### src/rtl/issue_scoreboard_pkg.sv
// Shared definitions for the register-hazard scoreboard and the stages that
// need to see its drain state.
package issue_scoreboard_pkg;

  localparam int REG_COUNT = 32;
  localparam int REG_SIZE  = 5;

  typedef enum logic [1:0] {
    DRAIN_RUN  = 2'd0,
    DRAIN_WAIT = 2'd1,
    DRAIN_DONE = 2'd2
  } drain_state_e;

endpackage

### src/rtl/issue_scoreboard_sb_counter.sv
// Saturating up/down counter tracking in-flight writes to one register.
// Decrements that would go below zero are dropped and reported.
module sb_counter #(
  parameter int CNT_W = 2
) (
  input  logic             clk,
  input  logic             reset,
  input  logic             i_inc,
  input  logic             i_dec_k,
  input  logic             i_dec_w,
  output logic [CNT_W-1:0] o_cnt,
  output logic [CNT_W-1:0] o_cnt_next,
  output logic             o_zero,
  output logic             o_full,
  output logic             o_underflow
);
  import issue_scoreboard_pkg::*;

  localparam logic [CNT_W:0]   MAX_EXT  = {1'b0, {CNT_W{1'b1}}};
  localparam logic [CNT_W-1:0] CNT_ZERO = {CNT_W{1'b0}};
  localparam logic [CNT_W-1:0] CNT_MAX  = {CNT_W{1'b1}};

  logic [CNT_W-1:0] r_cnt;
  logic [CNT_W:0]   w_up;
  logic [CNT_W:0]   w_dn;
  logic [CNT_W:0]   w_diff;

  // One spare bit lets cnt+inc exceed max briefly when a same-cycle release
  // brings it back in range.
  always_comb begin
    w_up        = {1'b0, r_cnt} + {{CNT_W{1'b0}}, i_inc};
    w_dn        = {{CNT_W{1'b0}}, i_dec_k} + {{CNT_W{1'b0}}, i_dec_w};
    w_diff      = w_up - w_dn;
    o_cnt_next  = r_cnt;
    o_underflow = 1'b0;
    if (w_dn > w_up) begin
      o_cnt_next  = CNT_ZERO;
      o_underflow = 1'b1;
    end else if (w_diff > MAX_EXT) begin
      o_cnt_next = CNT_MAX;
    end else begin
      o_cnt_next = w_diff[CNT_W-1:0];
    end
  end

  // Counter state.
  always_ff @(posedge clk or negedge reset) begin
    if (!reset) begin
      r_cnt <= CNT_ZERO;
    end else begin
      r_cnt <= o_cnt_next;
    end
  end

  assign o_cnt  = r_cnt;
  assign o_zero = (r_cnt == CNT_ZERO);
  assign o_full = (r_cnt == CNT_MAX);

endmodule

### src/rtl/issue_scoreboard.sv
// Decode-side hazard scoreboard: per-register pending-write counters, stall
// generation and a drain sequencer for serialising instructions.
module issue_scoreboard #(
  parameter int REG_COUNT = issue_scoreboard_pkg::REG_COUNT,
  parameter int REG_SIZE  = issue_scoreboard_pkg::REG_SIZE,
  parameter int CNT_W     = 2,
  parameter int PEND_W    = 7
) (
  input  logic                 clk,
  input  logic                 reset,
  input  logic                 validD,
  input  logic [REG_SIZE-1:0]  rs1D,
  input  logic [REG_SIZE-1:0]  rs2D,
  input  logic                 useRs1D,
  input  logic                 useRs2D,
  input  logic [REG_SIZE-1:0]  rdD,
  input  logic                 regWriteD,
  input  logic                 drainReqD,
  input  logic                 killE,
  input  logic [REG_SIZE-1:0]  killRdE,
  input  logic                 regWriteW,
  input  logic [REG_SIZE-1:0]  writeRegW,
  output logic                 stallD,
  output logic                 issueD,
  output logic [REG_COUNT-1:0] busyRegs,
  output logic [PEND_W-1:0]    pending,
  output logic                 drainDone,
  output logic                 errUnderflow
);
  import issue_scoreboard_pkg::*;

  localparam logic [REG_SIZE-1:0] X0       = {REG_SIZE{1'b0}};
  localparam logic [CNT_W-1:0]    CNT_ZERO = {CNT_W{1'b0}};
  localparam logic [CNT_W-1:0]    CNT_ONE  = CNT_W'(32'd1);
  localparam logic [PEND_W-1:0]   P_ZERO   = {PEND_W{1'b0}};

  logic                 w_inc;
  logic                 w_dec_k;
  logic                 w_dec_w;
  logic [CNT_W-1:0]     w_cnt      [REG_COUNT];
  logic [CNT_W-1:0]     w_cnt_next [REG_COUNT];
  logic [REG_COUNT-1:0] w_zero;
  logic [REG_COUNT-1:0] w_full;
  logic [REG_COUNT-1:0] w_uf;
  logic [PEND_W-1:0]    w_pending_next;
  logic                 w_eff1;
  logic                 w_eff2;
  logic                 w_src_haz;
  logic                 w_sat_haz;
  logic                 w_drain_stall;

  drain_state_e         r_state;
  logic [REG_COUNT-1:0] r_busy;
  logic [PEND_W-1:0]    r_pending;
  logic                 r_err;

  assign w_inc   = issueD & regWriteD & (rdD != X0);
  assign w_dec_k = killE & (killRdE != X0);
  assign w_dec_w = regWriteW & (writeRegW != X0);

  assign w_cnt[0]      = CNT_ZERO;
  assign w_cnt_next[0] = CNT_ZERO;
  assign w_zero[0]     = 1'b1;
  assign w_full[0]     = 1'b0;
  assign w_uf[0]       = 1'b0;

  generate
    for (genvar gi = 1; gi < REG_COUNT; gi++) begin : g_cnt
      logic w_hit_d;
      logic w_hit_k;
      logic w_hit_w;
      assign w_hit_d = w_inc   & (rdD       == REG_SIZE'(gi));
      assign w_hit_k = w_dec_k & (killRdE   == REG_SIZE'(gi));
      assign w_hit_w = w_dec_w & (writeRegW == REG_SIZE'(gi));
      sb_counter #(.CNT_W(CNT_W)) u_cnt (
        .clk         (clk),
        .reset       (reset),
        .i_inc       (w_hit_d),
        .i_dec_k     (w_hit_k),
        .i_dec_w     (w_hit_w),
        .o_cnt       (w_cnt[gi]),
        .o_cnt_next  (w_cnt_next[gi]),
        .o_zero      (w_zero[gi]),
        .o_full      (w_full[gi]),
        .o_underflow (w_uf[gi])
      );
    end
  endgenerate

  // Writeback lands before decode reads, so a W release of the last pending
  // write clears the hazard this cycle; a kill release does not.
  always_comb begin
    w_eff1 = ~w_zero[rs1D] & ~(w_dec_w & (writeRegW == rs1D) & (w_cnt[rs1D] == CNT_ONE));
    w_eff2 = ~w_zero[rs2D] & ~(w_dec_w & (writeRegW == rs2D) & (w_cnt[rs2D] == CNT_ONE));
    w_src_haz = (useRs1D & (rs1D != X0) & w_eff1) |
                (useRs2D & (rs2D != X0) & w_eff2);
    w_sat_haz = regWriteD & (rdD != X0) & w_full[rdD] &
                ~(w_dec_w & (writeRegW == rdD));
    w_drain_stall = ((r_state == DRAIN_RUN) & drainReqD) | (r_state == DRAIN_WAIT);
    stallD    = validD & (w_src_haz | w_sat_haz | w_drain_stall);
    issueD    = validD & ~stallD;
    drainDone = (r_state == DRAIN_DONE) & issueD;
  end

  // Total in-flight writes after this edge.
  always_comb begin
    w_pending_next = P_ZERO;
    for (int i = 0; i < REG_COUNT; i++) begin
      w_pending_next = w_pending_next + PEND_W'(w_cnt_next[i]);
    end
  end

  // Drain sequencer; a flushed decode slot abandons the drain silently.
  always_ff @(posedge clk or negedge reset) begin
    if (!reset) begin
      r_state <= DRAIN_RUN;
    end else begin
      case (r_state)
        DRAIN_RUN: begin
          if (validD & drainReqD) begin
            r_state <= (w_pending_next == P_ZERO) ? DRAIN_DONE : DRAIN_WAIT;
          end else begin
            r_state <= DRAIN_RUN;
          end
        end
        DRAIN_WAIT: begin
          if (!validD) begin
            r_state <= DRAIN_RUN;
          end else if (w_pending_next == P_ZERO) begin
            r_state <= DRAIN_DONE;
          end else begin
            r_state <= DRAIN_WAIT;
          end
        end
        DRAIN_DONE: begin
          if (!validD || issueD) begin
            r_state <= DRAIN_RUN;
          end else begin
            r_state <= DRAIN_DONE;
          end
        end
        default: r_state <= DRAIN_RUN;
      endcase
    end
  end

  // Registered status: busy map, pending total, sticky underflow.
  always_ff @(posedge clk or negedge reset) begin
    if (!reset) begin
      r_busy    <= {REG_COUNT{1'b0}};
      r_pending <= P_ZERO;
      r_err     <= 1'b0;
    end else begin
      for (int i = 0; i < REG_COUNT; i++) begin
        r_busy[i] <= (w_cnt_next[i] != CNT_ZERO);
      end
      r_pending <= w_pending_next;
      r_err     <= r_err | (|w_uf);
    end
  end

  assign busyRegs     = r_busy;
  assign pending      = r_pending;
  assign errUnderflow = r_err;

endmodule

### config.mk
export PLATFORM = sky130hd
export DESIGN_NAME = issue_scoreboard
export DESIGN_NICKNAME = d
export VERILOG_FILES = /design/src/rtl/issue_scoreboard_pkg.sv /design/src/rtl/issue_scoreboard_sb_counter.sv /design/src/rtl/issue_scoreboard.sv
export SDC_FILE = /design/constraint.sdc
export NUM_CORES = 1
export LEC_CHECK = 0
export CAP_MARGIN = 25
export CORE_MARGIN = 5
export CORE_UTILIZATION = 40
export CTS_CLUSTER_DIAMETER = 100
export DETAILED_ROUTE_END_ITERATION = 16
export HOLD_SLACK_MARGIN = 0.06
export PLACE_DENSITY = 0.55
export SKIP_LAST_GASP = 1
export SLEW_MARGIN = 10
export SYNTH_ARGS = -nofsm -noshare
export SYNTH_HDL_FRONTEND = slang
export SYNTH_SLANG_ARGS = --single-unit
### constraint.sdc
create_clock -name clk -period 10.34 [get_ports clk]
set_input_delay 2.068 -clock clk [delete_from_list [all_inputs] [get_ports clk]]
set_output_delay 2.068 -clock clk [all_outputs]
set_load 0.03 [all_outputs]
# Yosys cells after proc, flatten, opt, wreduce, memory -nomap -nowiden
# Cells that the tools add are included.
# W data, S select, Z words.
# op_classes
n_addsub	123
mul	0
n_div	0
order_cmp	67
n_eq_ne	131
shifts	0
mux	110
bitwise	129
n_reduce_logical	72
# op_table
op	n
$eq A5 B5 Y1 const B	48
$add A7 B2 Y7	25
$mux W2	70
$eq A5 B4 Y1 const B	24
$and A1 B1 Y1	116
$add A2 B1 Y3	31
$gt A3 B2 Y1 const B	31
$gt A3 B3 Y1	31
$sub A3 B3 Y3	31
$eq A2 B2 Y1 const B	32
$logic_not A2 Y1	32
$add A1 B1 Y2	31
$reduce_bool A2 Y1	31
$eq A5 B3 Y1 const B	12
$mux W1	34
$reduce_or A31 Y1	1
$eq A5 B2 Y1 const B	6
$reduce_bool A5 Y1	5
$bmux W2 S5	2
$lt A5 B6 Y1 const B	3
$bmux W1 S5	3
$eq A5 B1 Y1 const B	3
$eq A5 B5 Y1	3
$ge A6 B6 Y1 const B	2
13 further kinds	25
# word_totals
regBits	103
latchBits	0
ramBits	0
rom_bits	0
in_bits	34
output_inout_bits	43
elab_cells	667
mem_count	0

# Depth between registers and ports, before layout
# Gate-level depths: netlist (run 1).
# logic_depth
depth_word	57
depth_mapped	40
ltp_nobuf	36

# Modules after synthesis
# A second synthesis (run 1) with hierarchy kept.
# unflattened
hier_cells	1322
hier_area_um2	12754.7
# by_module_without_submodules
mod	instances	cells_per_inst	area_each_um2	seq_area_each_um2
issue_scoreboard	1	671	5941.9	1026.0
sb_counter at g_cnt[10].u_cnt ...	27	21	219.0	50.0
sb_counter at g_cnt[6].u_cnt ...	4	21	225.2	50.0

# Least setup slack after synthesis (run 1)
# OpenSTA, ideal clock, no wires.
# synth_timing
path_type	input to register
start	in rs2D[0]
end	reg r_state[1]
setup_ps	67
t_arrival_ps	10772
setup_slack_ps	-499
stages	32
cell_sequence	buf_2 -> buf_2 -> mux4_2 -> mux2i_1 -> o311ai_2 -> a32oi_4 -> buf_6 -> nor3_1 -> ha_1 -> ha_1 -> fa_1 -> xor2_1 -> nor2b_1 -> or2_2 -> fa_1 -> inv_1 -> fa_1 -> fa_1 -> fa_1 -> fa_1 -> fa_1 -> inv_1 -> fa_1 -> inv_1 -> ha_1 -> fa_1 -> xor2_1 -> or4_1 -> nor4_1 -> nand2b_1 -> nand2_1 -> o311a_1
# synth_between
elab_chain_cells	57
elab_cells_between_ends	278
cone_classes	add/sub: 92; order compare: 62; eq/ne: 2; mux: 72; bitwise: 47; reduce/logical: 3
# synth_lines
item	line	text
start, declared	issue_scoreboard.sv:13	input logic [REG_SIZE-1:0] rs2D,
$not A5 Y6 (implied by the code)	issue_scoreboard.sv:94	w_eff2 = ~w_zero[rs2D] & ~(w_dec_w & (writeRegW == rs2D) & (w_cnt[rs2D] == CNT_ONE));
$bmux W2 S5	issue_scoreboard.sv:94	
$mux W2 (implied by the code) (2 in a row)	issue_scoreboard.sv:94	
$eq A2 B1 Y1	issue_scoreboard.sv:94	
$and A1 B1 Y1	issue_scoreboard.sv:94	
$not A1 Y1	issue_scoreboard.sv:94	
$and A1 B1 Y1	issue_scoreboard.sv:94	
$and A1 B1 Y1 *	issue_scoreboard.sv:96	(useRs2D & (rs2D != X0) & w_eff2);
[... 18 more ...]	n/a	
$add A6 B2 Y7	issue_scoreboard.sv:109	w_pending_next = w_pending_next + PEND_W'(w_cnt_next[i]);
$add A7 B2 Y7 (24 in a row)	issue_scoreboard.sv:109	
$add A7 B2 Y7 *	issue_scoreboard.sv:109	
named net w_pending_next[3]	issue_scoreboard.sv:45	logic [PEND_W-1:0] w_pending_next;
$logic_not A7 Y1 *	issue_scoreboard.sv:121, issue_scoreboard.sv:129	
$mux W2 *	issue_scoreboard.sv:121, issue_scoreboard.sv:129	
$mux W2, on equally long branches	issue_scoreboard.sv:127, issue_scoreboard.sv:120	
$pmux W2 S3 *	issue_scoreboard.sv:118	case (r_state)
end signal, assigned	issue_scoreboard.sv:121	r_state <= (w_pending_next == P_ZERO) ? DRAIN_DONE : DRAIN_WAIT;
end, declared	issue_scoreboard.sv:52	drain_state_e r_state;
# Mark *: on every way through the listed nets, which the timed path passes. The rest lies on a longest branch. The select of a mux whose other input is x is not followed.

# Worst setup path in the final report (run 1)
# layout_timing
start	in writeRegW[2]
end	reg r_state[1]
# layout_between
elab_chain_cells	55
elab_cells_between_ends	373
cone_classes	add/sub: 123; order compare: 62; eq/ne: 34; mux: 67; bitwise: 84; reduce/logical: 3
# layout_lines
item	line	text
start, declared	issue_scoreboard.sv:22	input logic [REG_SIZE-1:0] writeRegW,
$reduce_bool A5 Y1	issue_scoreboard.sv:59	assign w_dec_w = regWriteW & (writeRegW != X0);
$and A1 B1 Y1	issue_scoreboard.sv:59	
$and A1 B1 Y1, on equally long branches (2 in a row)	issue_scoreboard.sv:93, issue_scoreboard.sv:94	
$not A1 Y1, on equally long branches	issue_scoreboard.sv:93, issue_scoreboard.sv:94	
$and A1 B1 Y1, on equally long branches	issue_scoreboard.sv:93, issue_scoreboard.sv:94	
$and A1 B1 Y1, on equally long branches	issue_scoreboard.sv:95, issue_scoreboard.sv:96	
$or A1 B1 Y1	issue_scoreboard.sv:95	w_src_haz = (useRs1D & (rs1D != X0) & w_eff1) |
$or A1 B1 Y1 (2 in a row)	issue_scoreboard.sv:100	stallD = validD & (w_src_haz | w_sat_haz | w_drain_stall);
[... 15 more ...]	n/a	
$add A6 B2 Y7	issue_scoreboard.sv:109	
$add A7 B2 Y7 (24 in a row)	issue_scoreboard.sv:109	
$add A7 B2 Y7 *	issue_scoreboard.sv:109	
named net w_pending_next[5]	issue_scoreboard.sv:45	
$logic_not A7 Y1 *	issue_scoreboard.sv:121, issue_scoreboard.sv:129	
$mux W2 *	issue_scoreboard.sv:121, issue_scoreboard.sv:129	
$mux W2, on equally long branches	issue_scoreboard.sv:127, issue_scoreboard.sv:120	
$pmux W2 S3 *	issue_scoreboard.sv:118	
# Mark *: on every way through the listed nets, which the timed path passes. The rest lies on a longest branch.

==> qor.log, run 1 <==
[run_status] outcome complete, but fails checks
[run_status] failing checks negative setup slack
[cts] CTS H-Tree Depth 3
[place] half-perimeter wire length after detailed placement 34100 µm
[cts] hold bufs inserted after CTS 0
[setup_path] crit path DAT 10930 ps
[route] detailed router's first-iteration violation count 1088
[worst_hold_path] class of the tightest hold or removal check reg -> reg
[logic_synthesis] number of enable flip-flop cells after synthesis 0
[floorplanning] area of the core region 29400 µm²
[grt] maximum number of pins on one net before global-route repair 65
[grt] first-pass GRT wire length 66100 µm
[route] length of routed wiring on met1 18300 µm
[grt] number of global-route vias before repair 11500
[sta] Final Hold Slack 639 ps
[sta] unrepaired setup endpoints after global routing true
[cells_and_area] Total Nets Final 1932
[setup_path] Worst Path Class, Setup in -> reg
[route] drt pass-1 iters 5
[place] Setup WS pre-CTS -1470 ps
[floorplanning] initial standard-cell utilization of the core 40.2%
[place] last weighted congestion value of the routability-driven placer 1.01
[floorplanning] number of primary I/O pins 77
[route] routed vias/inst 5.39
[sta] Peak Freq 93.8 MHz
[setup_path] cell family with the largest share of critical-path delay adder cells
[sta] actual transition at the worst max-transition pin 840 ps
[route] ANT nets after route 0
[sta] Final Worst Setup Slack -324 ps
[setup_path] Critical-path top delay cell fa_2
[route] via count of the routed design 11000
[logic_synthesis] cell count after synthesis 1267
[cells_and_area] count of inserted antenna diode cells 0
[logic_synthesis] summed instance area of the synthesized netlist 11800 µm²
[setup_path] buffers and inverters on the worst path 10
[route] drt total wl 42400 µm
[logic_synthesis] sequential share of the synthesized area 21.8%
[flow_run] max-capacitance violation count 0
[place] post-placement cell area 15000 µm²
[cells_and_area] finished layout cell area 16800 µm²
[setup_path] element type at the critical path end flop
[cells_and_area] layout cell share with drive strength beyond 1 34.8%
[route] total length of routed met2 wires 19900 µm
[cells_and_area] number of fill cells 2623
[route] highest routed layer met4
[logic_synthesis] post-synthesis cell type with the largest combined area dfrtp_1
[cts] CTS clock-pin slew for the worst setup and hold paths 80 ps
[cts] clock sinks 103
[logic_synthesis] area share of the largest cell type after synthesis 21.8%
[place] Buffers on Ports 75
[sta] number of pins with negative max-slew slack in the final report 0
[setup_path] cell seen most often among critical-path stages fa_1
[cells_and_area] most common library cell in the layout ignoring fill and taps buf_4
[setup_path] Worst Setup Start Kind input pin
[cts] clock tree from TritonCTS done
[logic_synthesis] Netlist cell types 73
[cts] worst skew pair latency 380 ps
[logic_synthesis] main area contributors after synthesis dfrtp_1, fa_1, ha_1, inv_1, nor2_1
[logic_synthesis] mean instance size in the synthesized netlist 9.33 µm²
[floorplanning] DIE WIDTH 182 µm
[cts] maximum number of buffers from clock root to sink 2
[cts] number of buffers created by CTS 9
[route] average wire per cell in the routed design 20.8 µm
[logic_synthesis] synthesized net count 1554
[setup_path] largest driver fanout on the critical path 5
[logic_synthesis] Yosys reg bits 103
[route] number of design rule violations left after detail routing 0
[sta] relative slew slack 43.5%
[setup_path] Required @ worst endpoint 10610 ps
[cts] root cell of the clock tree clkbuf_16
[grt] initial antenna violation count 0
[logic_synthesis] number of warnings printed during yosys synthesis 0
[logic_synthesis] top_reg_cell synth dfrtp_1
[floorplanning] die footprint 33100 µm²
[setup_path] highest cell delay on the worst timing path 640 ps
[grt] Total Routing Usage GR 25.9%
[logic_synthesis] share of flip-flops with an asynchronous set or reset after synthesis 100%
[cells_and_area] Layout Area Growth over Synthesis 42.2%
[sta] clock skew after layout 14.1 ps
[sta] time the final worst path needs with I/O delays and setup 10660 ps
[grt] sum of overflow across all layers after global routing 0
[sta] Finish-stage setup viols 2
[route] wire length on met3 3230 µm
[cells_and_area] highest-count cells in the layout ignoring fill and taps buf_4, inv_1, nor2_1, ha_1, dfrtp_1
[sta] number of hold-slack violations in the final timing report 0
[sta] Final period util 103%
[floorplanning] floorplan row count 63
[floorplanning] y dimension of the die 182 µm
[metal layers]
| metal | GRT usage, % | vias to the layer above |
|---|---|---|
| met5 | 0 | - |
| met4 | 7.11 | 0 |
| met3 | 4.41 | 53 |
| met2 | 42.1 | 486 |
| met1 | 36.1 | 5437 |
| li1 | - | 5028 |
[final timing paths]
kind | start | to | slack, ps | cells after the start
max | writeRegW[2] | r_state[1] | -320 | 38
min | errUnderflow | errUnderflow | 640 | 3
max reg2reg | g_cnt[29].u_cnt.o_cnt[0] | r_state[1] | 1050 | 35
min reg2reg | errUnderflow | errUnderflow | 640 | 3
max in group asynchronous | reset | g_cnt[30].u_cnt.o_cnt[1] | 7350 | 2
min in group asynchronous | reset | busyRegs[1] | 1680 | 1
[flip-flops by register name (all words and copies together), names as in the netlist]
name	flops
busyRegs	31
errUnderflow	1
g_cnt.u_cnt.o_cnt	62
pending	7
r_state	2
[tightest hold or removal path, delay by kind of cell (launching register included)]
kind	cells	cell delay [ps]
flip-flops	1	360
AND/OR/NAND/NOR	3	250
[kinds of logic after synthesis]
family	Yosys count	synth area share, %
flops	103	21.8
compound gates	207	12.0
xor+xnor	58	4.30
other cells	1	0.0317
mux	18	2.70
buf+inv	267	9.05
fa+ha+maj	253	34.3
simple gates	360	15.8
[per-stage QoR]
step                      TNS [ps]  std cells  utilization (%)
after floorplan               -151       1267                -
after global placement       -6400       1967             51.0
after detailed placement     -6430       1967             51.0
after CTS                     -604       2026             55.8
after global routing         -1170       2040             57.2
final                         -553       2040             57.2
[cell usage after synthesis, drive strengths merged, types with 12 or more instances]
| master | instances |
|---|---|
| inv | 230 |
| ha | 134 |
| nor2 | 124 |
| fa | 119 |
| dfrtp | 103 |
| a21oi | 65 |
| nor3 | 59 |
| nand2 | 40 |
| a31oi | 35 |
| a21o | 31 |
| xor2 | 30 |
| nor3b | 29 |
| xnor2 | 28 |
| nand2b | 25 |
| buf | 21 |
| clkbuf | 16 |
| nor4 | 14 |
| nand4 | 13 |
| a311oi | 12 |
| nor2b | 12 |
[area by class of cell]
cell class / instances / area (µm²) / area share [%]
Multi-Input combinational cell: 898 / 9240 / 54.9
Sequential cell: 103 / 2580 / 15.3
Inverter: 230 / 868 / 5.16
Clock buffer: 11 / 233 / 1.38
Clock inverter: 5 / 35.0 / 0.208
Tap cell: 390 / 488 / 2.90
Timing Repair Buffer: 403 / 3370 / 20.1
[what timing repair did]
| item | CTS | global route |
|---|---|---|
| gates resized for setup | 216 | 76 |
| pin swaps | 84 | 37 |
| gates cloned | 4 | 0 |
| setup buffers | 40 | 16 |
| endpoints found under the setup margin | 7 | 6 |
Power of run 1 is not shown: default switching activity piles up to over one toggle a cycle in this logic, so the estimate is an artifact.
==> run 2: changes to the inputs <==
- CAP_MARGIN: 25 -> 20
==> results of run 2 <==
Final layout, timing and power as in run 1 (identical DEF).
Power of run 2 is left out for the same reason.
